## src/rtl/hart_sched_pkg.sv

```systemverilog
// Shared hart scheduler types: per-hart state encoding, default sizes and the eligibility helper.
package hart_sched_pkg;

  localparam int HART_NUM     = 4;
  localparam int HART_ID_W    = 2;
  localparam int HART_ID_B    = HART_ID_W - 1;
  localparam int HART_STATE_W = 2;
  localparam int HART_STATE_B = HART_STATE_W - 1;

  localparam logic ENABLE  = 1'b1;
  localparam logic DISABLE = 1'b0;

  typedef enum logic [1:0] {
    HART_IDLE   = 2'd0,
    HART_READY  = 2'd1,
    HART_WAIT   = 2'd2,
    HART_RESUME = 2'd3
  } hart_state_e;

  // A hart can be fetched only while it is runnable or waiting to be redirected.
  function automatic logic state_runnable(input hart_state_e st);
    return (st == HART_READY) || (st == HART_RESUME);
  endfunction

endpackage

```

## src/rtl/hart_sched_if.sv

```systemverilog
// Request/issue bundle between the main controller, IF stage and the hart scheduler.
interface hart_sched_if #(
  parameter int HART_ID_W = 2,
  parameter int HART_NUM  = 4
);
  logic                   cache_miss;
  logic [HART_ID_W-1:0]   cm_hart_id;
  logic [31:0]            cm_addr;
  logic                   refill_done;
  logic [HART_ID_W-1:0]   refill_hart_id;
  logic                   start_en;
  logic [HART_ID_W-1:0]   start_hart_id;
  logic [31:0]            start_pc;
  logic                   kill_en;
  logic [HART_ID_W-1:0]   kill_hart_id;
  logic                   issue_valid;
  logic [HART_ID_W-1:0]   issue_id;
  logic                   resume_valid;
  logic [31:0]            resume_pc;
  logic                   hart_stall;
  logic [2*HART_NUM-1:0]  hart_state;
  logic                   all_idle;

  modport master (
    output cache_miss, cm_hart_id, cm_addr,
    output refill_done, refill_hart_id,
    output start_en, start_hart_id, start_pc,
    output kill_en, kill_hart_id,
    input  issue_valid, issue_id, resume_valid, resume_pc,
    input  hart_stall, hart_state, all_idle
  );

  modport slave (
    input  cache_miss, cm_hart_id, cm_addr,
    input  refill_done, refill_hart_id,
    input  start_en, start_hart_id, start_pc,
    input  kill_en, kill_hart_id,
    output issue_valid, issue_id, resume_valid, resume_pc,
    output hart_stall, hart_state, all_idle
  );
endinterface

```

## src/rtl/hart_sched_rr_arbiter.sv

```systemverilog
// Combinational round-robin picker over the eligible-hart mask, starting after last_id.
// Optional HART_SCHED_PRIO_EN gives hart 0 fixed priority over the rotation.
module hart_rr_arbiter
  import hart_sched_pkg::*;
#(
  parameter int N = HART_NUM,
  parameter int W = HART_ID_W
) (
  input  logic [N-1:0] eligible,
  input  logic [W-1:0] last_id,
  output logic [W-1:0] grant_id,
  output logic         grant_valid
);

  logic [W-1:0] rr_id_s;
  logic [W-1:0] idx_s;

  // Walk offsets from farthest to nearest so the nearest eligible hart after last_id wins.
  always_comb begin
    rr_id_s = {W{1'b0}};
    idx_s   = {W{1'b0}};
    for (int k = N - 1; k >= 0; k--) begin
      idx_s   = last_id + W'(k + 1);
      rr_id_s = eligible[idx_s] ? idx_s : rr_id_s;
    end
  end

  assign grant_valid = |eligible;

`ifdef HART_SCHED_PRIO_EN
  assign grant_id = eligible[0] ? {W{1'b0}} : rr_id_s;
`else
  assign grant_id = rr_id_s;
`endif

endmodule

```

## src/rtl/hart_sched.sv

```systemverilog
// Per-hart scheduler: parks harts on cache miss, wakes them on refill and selects the next hart for IF.
// Build option HART_SCHED_PRIO_EN (handled in hart_rr_arbiter) gives hart 0 fixed priority.
module hart_sched
  import hart_sched_pkg::*;
#(
  parameter int          HART_NUM  = 4,
  parameter int          HART_ID_W = 2,
  parameter logic [31:0] RESET_PC  = 32'h0
) (
  input  logic        clk,
  input  logic        reset,
  hart_sched_if.slave bus
);

  hart_state_e           state_r    [HART_NUM];
  hart_state_e           state_nx_s [HART_NUM];
  logic [31:0]           pc_buf_r   [HART_NUM];
  logic [31:0]           pc_nx_s    [HART_NUM];
  logic [HART_NUM-1:0]   eligible_s;
  logic [HART_ID_W-1:0]  last_id_r;
  logic [HART_ID_W-1:0]  grant_id_s;
  logic                  grant_valid_s;
  logic                  grant_resume_s;
  logic                  all_idle_s;
  logic [2*HART_NUM-1:0] hart_state_s;

  logic                  issue_valid_r;
  logic [HART_ID_W-1:0]  issue_id_r;
  logic                  resume_valid_r;
  logic [31:0]           resume_pc_r;
  logic                  all_idle_r;

  // Harts hit by a kill or miss this cycle are withheld so a miss always beats selection.
  always_comb begin
    eligible_s = {HART_NUM{1'b0}};
    for (int h = 0; h < HART_NUM; h++) begin
      eligible_s[h] = state_runnable(state_r[h])
                    && !(bus.kill_en    && (bus.kill_hart_id == HART_ID_W'(h)))
                    && !(bus.cache_miss && (bus.cm_hart_id   == HART_ID_W'(h)));
    end
  end

  hart_rr_arbiter #(
    .N (HART_NUM),
    .W (HART_ID_W)
  ) u_arb (
    .eligible    (eligible_s),
    .last_id     (last_id_r),
    .grant_id    (grant_id_s),
    .grant_valid (grant_valid_s)
  );

  assign grant_resume_s = grant_valid_s && (state_r[grant_id_s] == HART_RESUME);

  // Per-hart next state in priority order: kill, miss, refill, start, issue of a resuming hart.
  always_comb begin
    for (int h = 0; h < HART_NUM; h++) begin
      state_nx_s[h] = state_r[h];
      pc_nx_s[h]    = pc_buf_r[h];
      if (bus.kill_en && (bus.kill_hart_id == HART_ID_W'(h))) begin
        state_nx_s[h] = HART_IDLE;
      end else if (bus.cache_miss && (bus.cm_hart_id == HART_ID_W'(h))
                   && (state_r[h] == HART_READY)) begin
        state_nx_s[h] = HART_WAIT;
        pc_nx_s[h]    = bus.cm_addr;
      end else if (bus.refill_done && (bus.refill_hart_id == HART_ID_W'(h))
                   && (state_r[h] == HART_WAIT)) begin
        state_nx_s[h] = HART_RESUME;
      end else if (bus.start_en && (bus.start_hart_id == HART_ID_W'(h))
                   && (state_r[h] == HART_IDLE)) begin
        state_nx_s[h] = HART_RESUME;
        pc_nx_s[h]    = bus.start_pc;
      end else if (grant_valid_s && (grant_id_s == HART_ID_W'(h))
                   && (state_r[h] == HART_RESUME)) begin
        state_nx_s[h] = HART_READY;
      end else begin
        state_nx_s[h] = state_r[h];
      end
    end
  end

  // all_idle reflects the post-update state so a final kill is seen the same cycle it lands.
  always_comb begin
    all_idle_s = 1'b1;
    for (int h = 0; h < HART_NUM; h++) begin
      all_idle_s = all_idle_s && (state_nx_s[h] == HART_IDLE);
    end
  end

  // Per-hart state and replay PC registers; hart 0 boots into RESUME at RESET_PC.
  always_ff @(posedge clk or negedge reset) begin
    if (!reset) begin
      for (int h = 0; h < HART_NUM; h++) begin
        state_r[h]  <= (h == 0) ? HART_RESUME : HART_IDLE;
        pc_buf_r[h] <= (h == 0) ? RESET_PC : 32'h0;
      end
    end else begin
      for (int h = 0; h < HART_NUM; h++) begin
        state_r[h]  <= state_nx_s[h];
        pc_buf_r[h] <= pc_nx_s[h];
      end
    end
  end

  // Issue/resume output registers and round-robin pointer.
  always_ff @(posedge clk or negedge reset) begin
    if (!reset) begin
      last_id_r      <= HART_ID_W'(HART_NUM - 1);
      issue_valid_r  <= 1'b0;
      issue_id_r     <= {HART_ID_W{1'b0}};
      resume_valid_r <= 1'b0;
      resume_pc_r    <= 32'h0;
      all_idle_r     <= 1'b0;
    end else begin
      issue_valid_r  <= grant_valid_s;
      resume_valid_r <= grant_resume_s;
      all_idle_r     <= all_idle_s;
      if (grant_valid_s) begin
        last_id_r  <= grant_id_s;
        issue_id_r <= grant_id_s;
      end else begin
        last_id_r  <= last_id_r;
        issue_id_r <= issue_id_r;
      end
      if (grant_resume_s) begin
        resume_pc_r <= pc_buf_r[grant_id_s];
      end else begin
        resume_pc_r <= resume_pc_r;
      end
    end
  end

  always_comb begin
    hart_state_s = {2*HART_NUM{1'b0}};
    for (int h = 0; h < HART_NUM; h++) begin
      hart_state_s[2*h +: 2] = state_r[h];
    end
  end

  assign bus.issue_valid  = issue_valid_r;
  assign bus.issue_id     = issue_id_r;
  assign bus.resume_valid = resume_valid_r;
  assign bus.resume_pc    = resume_pc_r;
  assign bus.hart_stall   = ~issue_valid_r;
  assign bus.hart_state   = hart_state_s;
  assign bus.all_idle     = all_idle_r;

endmodule

```

## src/flat_wrapper.sv

```systemverilog
// flat-port wrapper written by rule: the top's interface ports become plain ports
module hart_sched_flat import hart_sched_pkg::*;
#(
  parameter int          HART_NUM  = 4,
  parameter int          HART_ID_W = 2,
  parameter logic [31:0] RESET_PC  = 32'h0
)
  (clk, reset, bus_cache_miss, bus_cm_hart_id, bus_cm_addr, bus_refill_done, bus_refill_hart_id, bus_start_en, bus_start_hart_id, bus_start_pc, bus_kill_en, bus_kill_hart_id, bus_issue_valid, bus_issue_id, bus_resume_valid, bus_resume_pc, bus_hart_stall, bus_hart_state, bus_all_idle);
  hart_sched_if #(.HART_ID_W(HART_ID_W), .HART_NUM(HART_NUM)) bus_i ();
  input  logic clk;
  input  logic reset;
  input wire logic [$bits(bus_i.cache_miss)-1:0] bus_cache_miss;
  input wire logic [$bits(bus_i.cm_hart_id)-1:0] bus_cm_hart_id;
  input wire logic [$bits(bus_i.cm_addr)-1:0] bus_cm_addr;
  input wire logic [$bits(bus_i.refill_done)-1:0] bus_refill_done;
  input wire logic [$bits(bus_i.refill_hart_id)-1:0] bus_refill_hart_id;
  input wire logic [$bits(bus_i.start_en)-1:0] bus_start_en;
  input wire logic [$bits(bus_i.start_hart_id)-1:0] bus_start_hart_id;
  input wire logic [$bits(bus_i.start_pc)-1:0] bus_start_pc;
  input wire logic [$bits(bus_i.kill_en)-1:0] bus_kill_en;
  input wire logic [$bits(bus_i.kill_hart_id)-1:0] bus_kill_hart_id;
  output wire logic [$bits(bus_i.issue_valid)-1:0] bus_issue_valid;
  output wire logic [$bits(bus_i.issue_id)-1:0] bus_issue_id;
  output wire logic [$bits(bus_i.resume_valid)-1:0] bus_resume_valid;
  output wire logic [$bits(bus_i.resume_pc)-1:0] bus_resume_pc;
  output wire logic [$bits(bus_i.hart_stall)-1:0] bus_hart_stall;
  output wire logic [$bits(bus_i.hart_state)-1:0] bus_hart_state;
  output wire logic [$bits(bus_i.all_idle)-1:0] bus_all_idle;
  assign bus_i.cache_miss = bus_cache_miss;
  assign bus_i.cm_hart_id = bus_cm_hart_id;
  assign bus_i.cm_addr = bus_cm_addr;
  assign bus_i.refill_done = bus_refill_done;
  assign bus_i.refill_hart_id = bus_refill_hart_id;
  assign bus_i.start_en = bus_start_en;
  assign bus_i.start_hart_id = bus_start_hart_id;
  assign bus_i.start_pc = bus_start_pc;
  assign bus_i.kill_en = bus_kill_en;
  assign bus_i.kill_hart_id = bus_kill_hart_id;
  assign bus_issue_valid = bus_i.issue_valid;
  assign bus_issue_id = bus_i.issue_id;
  assign bus_resume_valid = bus_i.resume_valid;
  assign bus_resume_pc = bus_i.resume_pc;
  assign bus_hart_stall = bus_i.hart_stall;
  assign bus_hart_state = bus_i.hart_state;
  assign bus_all_idle = bus_i.all_idle;
  hart_sched #(.HART_NUM(HART_NUM), .HART_ID_W(HART_ID_W), .RESET_PC(RESET_PC)) u_core (.clk(clk), .reset(reset), .bus(bus_i));
endmodule
```

## config.mk

```make
export PLATFORM = sky130hd
export DESIGN_NAME = hart_sched_flat
export DESIGN_NICKNAME = d
export VERILOG_FILES = /design/src/rtl/hart_sched_pkg.sv /design/src/rtl/hart_sched_if.sv /design/src/rtl/hart_sched_rr_arbiter.sv /design/src/rtl/hart_sched.sv /design/src/flat_wrapper.sv
export SDC_FILE = /design/constraint.sdc
export NUM_CORES = 1
export LEC_CHECK = 0
export ABC_AREA = 1
export CAP_MARGIN = 0
export CELL_PAD_IN_SITES_DETAIL_PLACEMENT = 0
export CELL_PAD_IN_SITES_GLOBAL_PLACEMENT = 1
export CORE_ASPECT_RATIO = 1.1
export CORE_MARGIN = 1.5
export CORE_UTILIZATION = 40
export CTS_BUF_LIST = sky130_fd_sc_hd__clkbuf_2 sky130_fd_sc_hd__clkbuf_4 sky130_fd_sc_hd__clkbuf_8
export DETAILED_ROUTE_END_ITERATION = 10
export HOLD_SLACK_MARGIN = 0.06
export PLACE_DENSITY_LB_ADDON = 0.1
export REMOVE_ABC_BUFFERS = 1
export SYNTH_ARGS = -nofsm -noshare
export SYNTH_HDL_FRONTEND = slang
export SYNTH_HIERARCHICAL = 1
export SYNTH_SLANG_ARGS = --single-unit
```

## constraint.sdc

```tcl
create_clock -name clk -period 4.4 [get_ports clk]
set_input_delay 1.32 -clock clk [delete_from_list [all_inputs] [get_ports clk]]
set_output_delay 1.32 -clock clk [all_outputs]
set_load 0.005 [all_outputs]
```

==> run metrics, run 1 <==
CP arrival about 4100 ps; R2R depth 16; CTS H-tree depth 4; Hold Vio Cnt, Final 0; Power Density a little over 700 nW/um^2; RSZ-0062 raised after global routing false; Setup CP Type in -> reg; wirelength, routed ~28000 um; post-synthesis sequential area ratio 0.4690; FP Rows 58; clock skew between 15 and 20 ps; Tcrit/Tclk final 0.8427; final setup vio count 0; Critical R2R Launch u_core/bus.hart_state[6]; Leak Pwr roughly 5.3 nW; run status completed; post-CTS setup buffers 0; Yosys top cell by area dfrtp_1; synth unique cells 29; ANT cells 0; Final nets roughly 1500; clock-pin slew on the worst setup and hold paths about 100 ps; met1 Resource Use GR 0.3190; cts repair resizes 0; Hold Path Origin u_core/bus.issue_id[0]; worst-margin pin slew ~710 ps; peak supply drop approximately 480 uV; fin crit period around 3700 ps; CTS tree done; TritonRoute pass-1 iters 5; critical path endpoint category flop; Synth Register Bits 175; initial antenna violation count 0; met3 Track Usage GR 0.02989; Max-Cap Viols 0; number of CTS-inserted buffers 17; Hold Slack a little under 500 ps; startpoint types input port; total gr overflow 0; later-pin clock latency in the skew report 460 ps; CTS Sinks 175; synth warn 6; final antenna-violating net count 0; Final HPWL DP around 17000 um; io pins around 120; total core area ~23000 sq um; top cells by area, synth dfrtp_1 (46%), nand2_1 (15%), o21ai_0 (13%); pin count of the biggest net entering global routing 77; Synth Cell Area approximately 9300 sq um; number of global-route vias before repair about 8200; cts hold-fix bufs 0; Rel. slew slack 0.5242; Slew Limit Fails 0; Worst Setup Slack, final 692.0 ps; routed vias/inst around 5.2; Setup Slack @ Placement ~240 ps; maximum clock path buffer count 2; Final Cell Area 11280 sq um; Cell Area, Placed 10880 sq um; Synth top area share 0.4577; R2R setup slack approximately 1600 ps; CP Launch Point bus_cache_miss; initial drt markers 615; via count around 9000; Root Driver clkbuf_8; cell count after synthesis 1303; die height ~160 um; IO buf count between 100 and 150; f_max about 0.27 GHz; Mean Syn Cell Area 7.175 sq um; routability congestion estimate roughly 0.81; wire per inst approximately 17 um; crit-path max FO 32; Hold Path Stages 2; busiest layer in global routing met2; Hold Crit Class reg -> reg; WP data required 4800 ps; die footprint approximately 24000 sq um; global-route usage over all layers 0.2389; Area growth syn-to-layout 20.62%; die span in x 148.8 um; initial core utilization 0.4077; DRC 0; first-pass GRT wire length ~45000 um; share of cells above drive strength 1 0.06366; met2 GRT Util 0.4095
## cells in the final DEF (no fill, tap or decap)
master           instances
o21ai_0                244
o21ai_1                 14
nand2_1                369
a21oi_1                 66
buf_12                   6
nand3b_1                 1
inv_6                    8
inv_1                  121
dfrtp_1                171
and3_1                   1
and2_1                   1
nor3_1                   2
bufinv_16                1
clkdlybuf4s50_1        122
nand2_2                 14
o21ai_2                  1
clkinv_4                 2
o21ai_4                  1
nor2_1                  94
clkinv_2                 1
nand4_1                  2
a21oi_4                  2
nand3_1                 69
buf_6                    1
buf_4                   17
inv_2                    3
a21boi_4                 1
nand3_2                  1
a31oi_1                 32
nor2_2                   2
inv_8                    3
dfstp_2                  4
nor2_4                   3
clkbuf_8                18
## final cells by class
| type | instances | area, sq um |
|---|---|---|
| clock buffers | 18 | 247.7 |
| clock inverters | 14 | 145.1 |
| fillers | 2358 | 11650 |
| inverters | 125 | 476.7 |
| multi-input cells | 920 | 4168 |
| flip-flops and latches | 175 | 4384 |
| well taps | 300 | 375.4 |
| repair buffers | 146 | 1480 |
## state kept, by name (all words and copies together), names as in the netlist
register,cells
u_core/bus.issue_id,2
u_core/bus.hart_state,8
u_core/bus.resume_pc,32
u_core/pc_buf_r,128
u_core/bus.all_idle,1
u_core/last_id_r,2
u_core/bus.issue_valid,1
u_core/bus.resume_valid,1
## stage by stage
step | cells | power, mW | setup TNS, ps | utilization
floorplan | 1220 | 5.265 | -83760 | -
global placement | 1666 | 6.893 | 0 | 0.4746
detailed placement | 1666 | 6.968 | 0 | 0.4746
CTS | 1698 | 8.136 | 0 | 0.4918
global route | 1698 | 8.851 | 0 | 0.4918
finish | 1698 | 8.066 | 0 | 0.4918
## report_power, final
part | internal (mW) | switching, mW
clock | 0.487 | 0.658
combinational | 1.55 | 2.56
sequential | 2.39 | 0.424
total | 4.43 | 3.64
## critical path: stages
cell	delay (ps)
clkdlybuf4s50_1	480
nand2_1	140
nor2_1	60
nor3_1	270
inv_1	130
nand2_1	100
nand3_1	100
nand2_1	70
inv_1	40
nand2_2	50
nand3_1	80
nand2_2	200
inv_2	80
and3_1	180
o21ai_4	120
buf_4	420
nand3_1	150
nand2_1	100
## routing by layer
metal / vias to the layer above / wire, um / part of all wire
met4: 0 / 346 / 0.012
met2: 166 / 13650 / 0.48
li1: 4373 / - / -
met3: 25 / 996 / 0.035
met1: 4192 / 13180 / 0.47
met5: - / 0 / 0
## path summary, 6_finish.rpt
kind,to
max in group asynchronous,u_core/last_id_r[0]
max,u_core/bus.resume_pc[6]
min in group asynchronous,u_core/pc_buf_r[108]
min,u_core/bus.issue_id[0]
min reg2reg,u_core/bus.issue_id[0]
max reg2reg,u_core/bus.resume_pc[6]
## cells in the mapped netlist
master    count
dfstp_2       4
inv_2         3
and3_1        1
nand2_1     375
buf_2        28
nand4_1       2
o21ai_2       1
inv_1       121
a21oi_4       2
o21ai_1      15
buf_6         1
nor3_1        2
nor2_2        2
o21ai_0     244
nand3b_1      1
and2_1        1
a21boi_2      1
clkbuf_1     45
nor2_4        1
buf_4         4
buf_1         5
dfrtp_1     171
a21oi_1      66
nand3_1      69
nor2_1       96
nand3_2       1
a31oi_1      32
inv_8         1
nand2_2       8
## kinds of logic after synthesis
family | count (synthesis) | synth area share
and+or+nand+nor | 559 | 0.2396
AOI/OAI and AO/OA | 361 | 0.2010
buffers and inverters | 208 | 0.09047
DFF | 175 | 0.4690
(Power assumes the default switching activity.)
==> inputs of run 2 (changes only) <==
--- a/config.mk
+++ b/config.mk
@@ -11,7 +11,7 @@
 export CELL_PAD_IN_SITES_GLOBAL_PLACEMENT = 1
 export CORE_ASPECT_RATIO = 1.1
 export CORE_MARGIN = 1.5
-export CORE_UTILIZATION = 40
+export CORE_UTILIZATION = 37
 export CTS_BUF_LIST = sky130_fd_sc_hd__clkbuf_2 sky130_fd_sc_hd__clkbuf_4 sky130_fd_sc_hd__clkbuf_8
 export DETAILED_ROUTE_END_ITERATION = 10
 export HOLD_SLACK_MARGIN = 0.06
==> constraint.sdc (replaced) <==
create_clock -name clk -period 3.4 [get_ports clk]
set_input_delay 1.02 -clock clk [delete_from_list [all_inputs] [get_ports clk]]
set_output_delay 1.02 -clock clk [all_outputs]
set_load 0.005 [all_outputs]
==> run 2 against run 1 <==
Global-route usage fell by 1.1 points. Wire length rose by 2.9%. Clock power rose by 25%. Cell count rose by 2.4%. Sequential share of layout area fell by 1.0 points. Clock skew fell by 3.0 ps. Critical path depth rose by 3. Power rose by 35%. Via count rose by 0.86%. Die area rose by 8.0%. Worst hold slack improved by 2.3 ps.
==> run metrics, run 2 (synthesis results as in run 1) <==
peak supply drop 808.6 uV (+68%); WP buf/inv 4 (-1); routed vias/inst 5.081 (-1.5%); max incr delay on CP 460 ps (-20 ps); worst-margin pin slew 652.6 ps (-61.13 ps); initial core utilization 0.3797 (-0.02801); cts repair resizes 0 (unchanged); post-layout total power 10.85 mW (+35%); Root Driver clkbuf_8; Hold Path Origin u_core/bus.issue_id[1]; Hold Crit Class reg -> reg; DRC 0 (unchanged); Hold EP u_core/bus.issue_id[1]; Setup CP Type in -> reg; post-CTS setup buffers 0 (unchanged); fin crit period around 3200 ps; wirelength, routed 28980 um (+2.9%); CP delay by family, top simple AND/OR/NAND/NOR gates; R2R setup slack 780 ps (-860 ps); Hold Vio Cnt, Final 0 (unchanged); Hold Path Stages 2 (unchanged); total core area 24620 sq um (+7.4%); Slew Limit Fails 0 (unchanged); final setup vio count 0 (unchanged); Power Density 937.2 nW/um^2 (+31%); commonest non-fill, non-tap cells in the layout nand2_1 (369), o21ai_0 (244), dfrtp_1 (171), clkdlybuf4s50_1 (122), inv_1 (121); Sum Neg Setup Slack 0 ps (unchanged); CTS Sinks 175 (unchanged); cts hold-fix bufs 0 (unchanged); IO buf count 123 (unchanged); most flop-heavy register u_core/pc_buf_r; Slowest cell on crit path clkdlybuf4s50_1; initial antenna violation count 0 (unchanged); reg2reg end u_core/bus.resume_pc[30]; clock skew 14.30 ps (-3.034 ps); CP arrival 3550 ps (-560 ps); TritonRoute pass-1 iters 5 (unchanged); pin count of the biggest net entering global routing 67 (-13%); WP data required 3800 ps (-1000 ps); final antenna-violating net count 0 (unchanged); number of global-route vias before repair 8560 (+4.7%); via count 8831 (+0.86%); die footprint 26230 sq um (+8.0%); Area growth syn-to-layout 23.85%; Cell Area, Placed 11210 sq um (+3.0%); first-pass GRT wire length 46240 um (+3.6%); CTS H-tree depth 4 (unchanged); commonest non-fill, non-tap cell in the layout nand2_1; Critical R2R Launch u_core/bus.hart_state[6]; critical path endpoint category flop; run status completed; f_max ~0.32 GHz; wire per inst 16.67 um (+0.49%); Final nets 1493 (+2.1%); RSZ-0062 raised after global routing false; total gr overflow 0 (unchanged); Final Cell Area 11580 sq um (+2.7%); Final HPWL DP 18860 um (+13%); Rel. slew slack 0.5650 (+0.04075); die span in x 154.6 um (+3.9%); global-route usage over all layers 0.2284 (-0.01053); later-pin clock latency in the skew report 470 ps (about the same); number of CTS-inserted buffers 17 (unchanged); Top cell by count, worst path nand2_1; io pins 124 (unchanged); die height 169.7 um (+3.9%); routability congestion estimate 0.8126 (+0.67%); clock-pin slew on the worst setup and hold paths 100 ps (about the same); maximum clock path buffer count 2 (unchanged); CTS tree done; Tcrit/Tclk final 0.9276; startpoint types input port; Max-Cap Viols 0 (unchanged); initial drt markers 556 (-9.6%); max reg flops 128 (unchanged); FP Rows 60 (+3.4%); Leak Pwr 5.427 nW (+2.8%); crit-path max FO 9 (-72%); ANT cells 0 (unchanged); Hold Slack 486.7 ps (+2.258 ps); share of cells above drive strength 1 0.08333 (+0.01967); CP Cell Sequence clkdlybuf4s50_1 -> nand2_1 -> nor2_1 -> nor3_1 -> inv_1 -> nand2_1 -> nand3_1 -> nand2_1 -> inv_1 -> nand2_2 -> nand2_1 -> nand2_1 -> nand2_2 -> nor2_1 -> nand2_1 -> o21ai_1 -> nand2_2 -> nand2_1 -> buf_4 -> nand2_1 -> nand2_1; R2R depth 19 (+3)
## run 2: cell count changes in the layout (fill, tap and decap cells not counted)
cell        delta
clkbuf_8       -1
inv_8          +4
buf_12         +7
clkinv_4       -1
inv_6          -7
clkbuf_4       +1
buf_4         +23
bufinv_16      -1
clkinvlp_4     +5
## run 2: cell type report
cell class / instances / area [sq um]
fillers: 2601 / 13050
flip-flops and latches: 175 / 4384
multi-input cells: 920 / 4168
repair buffers: 176 / 1793
inverters: 125 / 476.7
well taps: 310 / 387.9
clock buffers: 18 / 241.5
clock inverters: 14 / 127.6
## run 2: layer usage
metal | wire [um] | vias up | share of wire | track usage
met5 | 0 | - | 0 | 0
met4 | 447 | 0 | 0.015 | 0.05518
met3 | 1367 | 31 | 0.047 | 0.03907
met2 | 13780 | 188 | 0.48 | 0.3897
met1 | 13380 | 4170 | 0.46 | 0.3018
li1 | - | 4442 | - | -
## run 2: how the worst max path moves through the flow
stage	cells after the start	endpoint	start	slack, ps
2_1_floorplan	16	u_core/bus.resume_valid	bus_cache_miss	-3240
6_report	21	u_core/bus.resume_pc[30]	bus_cm_hart_id[1]	250
5_1_grt	21	u_core/bus.resume_pc[25]	bus_cm_hart_id[1]	40
3_5_place_dp	19	u_core/bus.resume_pc[20]	bus_cm_hart_id[1]	-210
4_1_cts	19	u_core/bus.resume_pc[20]	bus_cm_hart_id[1]	280
3_3_place_gp	19	u_core/bus.resume_pc[26]	bus_kill_hart_id[0]	-100
## run 2: report_power, final
part | switching, mW | internal, mW
Combinational | 3.37 | 2.38
Sequential | 0.587 | 3.09
Clock | 0.875 | 0.544
Total | 4.83 | 6.02
## run 2: through the flow
step / utilization / setup WS [ps] / instances
floorplan: - / -3237 / 1220
global placement: 0.4552 / -98.93 / 1706
global route: 0.4702 / 38.58 / 1738
finish: 0.4702 / 246.0 / 1738
detailed placement: 0.4552 / -207.8 / 1706
CTS: 0.4702 / 281.2 / 1738
## run 2: worst register-to-register path, stage by stage (launching register included)
cell and delay, ps:
dfrtp_1 500, inv_1 110, nor3_1 320, inv_1 120, nand2_1 90, nand3_1 90, nand2_1 70, inv_1 40
nand2_2 50, nand2_1 50, nand2_1 70, nand2_2 130, nor2_1 170, nand2_1 70, o21ai_1 90, nand2_2 80
nand2_1 150, buf_4 220, nand2_1 70, nand2_1 60
==> inputs of run 3 (changes only) <==
--- a/config.mk
+++ b/config.mk
@@ -5,13 +5,12 @@
 export SDC_FILE = /design/constraint.sdc
 export NUM_CORES = 1
 export LEC_CHECK = 0
-export ABC_AREA = 1
 export CAP_MARGIN = 0
 export CELL_PAD_IN_SITES_DETAIL_PLACEMENT = 0
 export CELL_PAD_IN_SITES_GLOBAL_PLACEMENT = 1
 export CORE_ASPECT_RATIO = 1.1
 export CORE_MARGIN = 1.5
-export CORE_UTILIZATION = 37
+export CORE_UTILIZATION = 40
 export CTS_BUF_LIST = sky130_fd_sc_hd__clkbuf_2 sky130_fd_sc_hd__clkbuf_4 sky130_fd_sc_hd__clkbuf_8
 export DETAILED_ROUTE_END_ITERATION = 10
 export HOLD_SLACK_MARGIN = 0.06
==> run 3 against run 2 <==
Count of clock-buffer cells in the layout fell by 1. Largest cell class unchanged. Critical path type unchanged. Non-clock buffer count rose by 16. Utilization rose by 5.9 points. Clock power rose by 5%. Critical path depth fell by 8. Sequential share of layout area rose by 1.1 points. Register-to-register slack got worse by 160 ps. Clock skew barely moved. Flip-flop and latch count did not move. Sequential power rose by 4%.
==> run metrics, run 3 <==
reg2reg end u_core/bus.all_idle; CTS H-tree depth 4 (unchanged); clock-pin slew on the worst setup and hold paths 100 ps (about the same); number of CTS-inserted buffers 17 (unchanged); CP arrival 3670 ps (+120 ps); Synth top area share 0.4935 (+0.03580); routability congestion estimate 0.8657 (+6.5%); run status completed; CTS Sinks 175 (unchanged); TritonRoute pass-1 iters 5 (unchanged); final setup vio count 0 (unchanged); commonest non-fill, non-tap cells in the layout dfrtp_1 (171), mux2i_1 (128), clkdlybuf4s50_1 (116), nor2_1 (99), a21oi_1 (96); total core area 21300 sq um (-13%); wire per inst 19.99 um (+20%); via count 6604 (-25%); Post-synth EDFFs 0 (unchanged); Final Cell Area 11260 sq um (-2.7%); peak supply drop 477.5 uV (-41%); synth warn 6 (unchanged); first-pass GRT wire length 38560 um (-17%); CP Capture Point u_core/bus.resume_pc[10]; global-route usage over all layers 0.2258 (-0.002572); fillcell total 1925 (-26%); Root Driver clkbuf_8; startpoint types input port; critical path endpoint category flop; commonest non-fill, non-tap cell in the layout dfrtp_1; io pins 124 (unchanged); fin crit period 3323 ps (+169.1 ps); CTS tree done; top cells by count, synth dfrtp_1 (171), mux2i_1 (128), nor2_1 (99); routed vias/inst 5.360 (+5.5%); Synth Area in Adders 0 (unchanged); f_max 0.3009 GHz (-5.1%); Tcrit/Tclk final 0.9774 (+0.04973); maximum clock path buffer count 2 (unchanged); DRC 0 (unchanged); Final nets 1005 (-33%); Int Pwr 6.717 mW (+12%); Setup CP Type in -> reg; Compound-Gate Fraction of Synth Area 0.09899 (-0.1020); Hold Crit Class reg -> reg; commonest register cell after synthesis dfrtp_1; Yosys top cell by area dfrtp_1; FP Rows 56 (-6.7%); Logic pwr share 0.487 (-0.043); post-synthesis sequential area ratio 0.5056 (+0.03668); most frequent cell after synthesis dfrtp_1; mux share of post-synthesis cell area 0.2724 (+0.2724); initial core utilization 0.4071 (+0.02740); initial drt markers 305 (-45%); IO buf count 123 (unchanged); main combinational cell family by area after synthesis multiplexers; Cell Area, Placed 10590 sq um (-5.5%); Synth Cell Area 8671 sq um (-7.3%); cell count after synthesis 769 (-41%); most flop-heavy register u_core/pc_buf_r; Leak Pwr 5.050 nW (-6.9%); die footprint 22570 sq um (-14%); RSZ-0062 raised after global routing true; Synth Area in Simple Gates 0.09250 (-0.1471); number of global-route vias before repair 6868 (-20%); total gr overflow 0 (unchanged); Seq pwr share 0.368 (+0.029); clock skew 14.05 ps (-0.2484 ps); Area growth syn-to-layout 29.89%; R2R depth 13 (-6); Hold Vio Cnt, Final 0 (unchanged); Synth Area in XOR/XNOR 0 (unchanged); Sw Pwr 3.615 mW (-25%); async set or reset register ratio after synthesis 1.000 (unchanged); Max-Cap Viols 0 (unchanged); CP Launch Point bus_cm_hart_id[1]; WP data required 3750 ps (-50 ps); synth unique cells 40 (+38%); Rel. slew slack 0.5518 (-0.01319); Final HPWL DP 15750 um (-17%); Clock power frac 0.144 (+0.013); Power Density 917.5 nW/um^2 (-2.1%); Slew Limit Fails 0 (unchanged); post-layout total power 10.33 mW (-4.8%); initial antenna violation count 2 (+2); die span in x 143.4 um (-7.2%); Mean Syn Cell Area 11.28 sq um (+57%); later-pin clock latency in the skew report 460 ps (about the same); worst-margin pin slew 672.3 ps (+19.78 ps); Hold Path Stages 2 (unchanged); top cells by area, synth dfrtp_1 (49%), mux2i_1 (15%), mux4_2 (8.3%); pin count of the biggest net entering global routing 70 (+4.5%); share of cells above drive strength 1 0.2074 (+0.1241); crit-path max FO 10 (+1); final antenna-violating net count 0 (unchanged); R2R setup slack 620 ps (-160 ps); wirelength, routed 24630 um (-15%); switch share 0.3499 (-0.09523); die height 157.4 um (-7.2%); max reg flops 128 (unchanged); Critical R2R Launch u_core/bus.hart_state[2]; Synth Register Bits 175 (unchanged)
## run 3: cells by family after synthesis
logic type             after synthesis
muxes                              192
DFF                                175
AOI/OAI and AO/OA                  156
buffers and inverters               65
and+or+nand+nor                    181
## run 3: timing repair
item	in CTS	in global routing
gates cloned	2	0
setup buffers	17	4
setup endpoints to repair	33	3
resized for setup	17	2
hold endpoints to repair	0	0
hold buffers	0	0
pin swaps	4	4
## run 3: worst min-delay path by stage
stage / start / endpoint
after detailed placement: u_core/pc_buf_r[115] / u_core/pc_buf_r[115]
after global routing: u_core/pc_buf_r[119] / u_core/pc_buf_r[119]
after CTS: u_core/pc_buf_r[115] / u_core/pc_buf_r[115]
after floorplan: u_core/pc_buf_r[100] / u_core/pc_buf_r[100]
final: u_core/pc_buf_r[115] / u_core/pc_buf_r[115]
after global placement: u_core/pc_buf_r[114] / u_core/pc_buf_r[114]
## run 3: per-stage QoR
step | TNS [ps] | instances | utilization | hold slack (ps) | setup slack, ps
after floorplan | -179670 | 715 | - | 445.3 | -3085
after global placement | -18690 | 1175 | 0.4974 | 456.7 | -561.3
after detailed placement | -20050 | 1175 | 0.4974 | 471.4 | -609.0
after CTS | 0 | 1226 | 0.5262 | 494.0 | 121.7
after global routing | -18.85 | 1232 | 0.5287 | 516.9 | -18.85
final | 0 | 1232 | 0.5287 | 485.2 | 76.92
## run 3: per-layer routing
metal	share of wire	wire, um	track usage	vias up
met1	0.44	10880	0.2858	3341
met2	0.51	12530	0.3956	146
met5	0	0	0	-
li1	-	-	-	3095
met3	0.033	821	0.03742	22
met4	0.016	401	0.06657	0
## run 3: cell type report
cell class	instances	area, sq um	area share
Multi-Input combinational cell	530	4130	0.3667
Inverter	11	41.29	0.003666
Clock inverter	15	177.7	0.01578
Timing Repair Buffer	192	1927	0.1711
Antenna cell	2	5.005	0.0004444
Sequential cell	175	4384	0.3893
Clock buffer	17	234.0	0.02078
Tap cell	290	362.8	0.03222
## run 3: worst max-delay path, stage by stage
cell and delay (ps):
dlygate4sd2_1 270, nand3b_1 220, and3_4 230, inv_1 90
nor3_2 40, buf_4 150, buf_4 130, a221o_4 360
buf_4 160, o21ai_2 150, o211a_4 220, bufbuf_16 300
mux2_2 330
## run 3: power groups by stage
stage	Sequential, mW	Combinational [mW]	Clock, mW
final	3.81	5.04	1.49
after global routing	3.92	5.47	1.63
after CTS	3.81	5.00	1.54
after detailed placement	3.84	4.72	0
after global placement	3.79	4.60	0
after floorplan	3.62	2.94	0
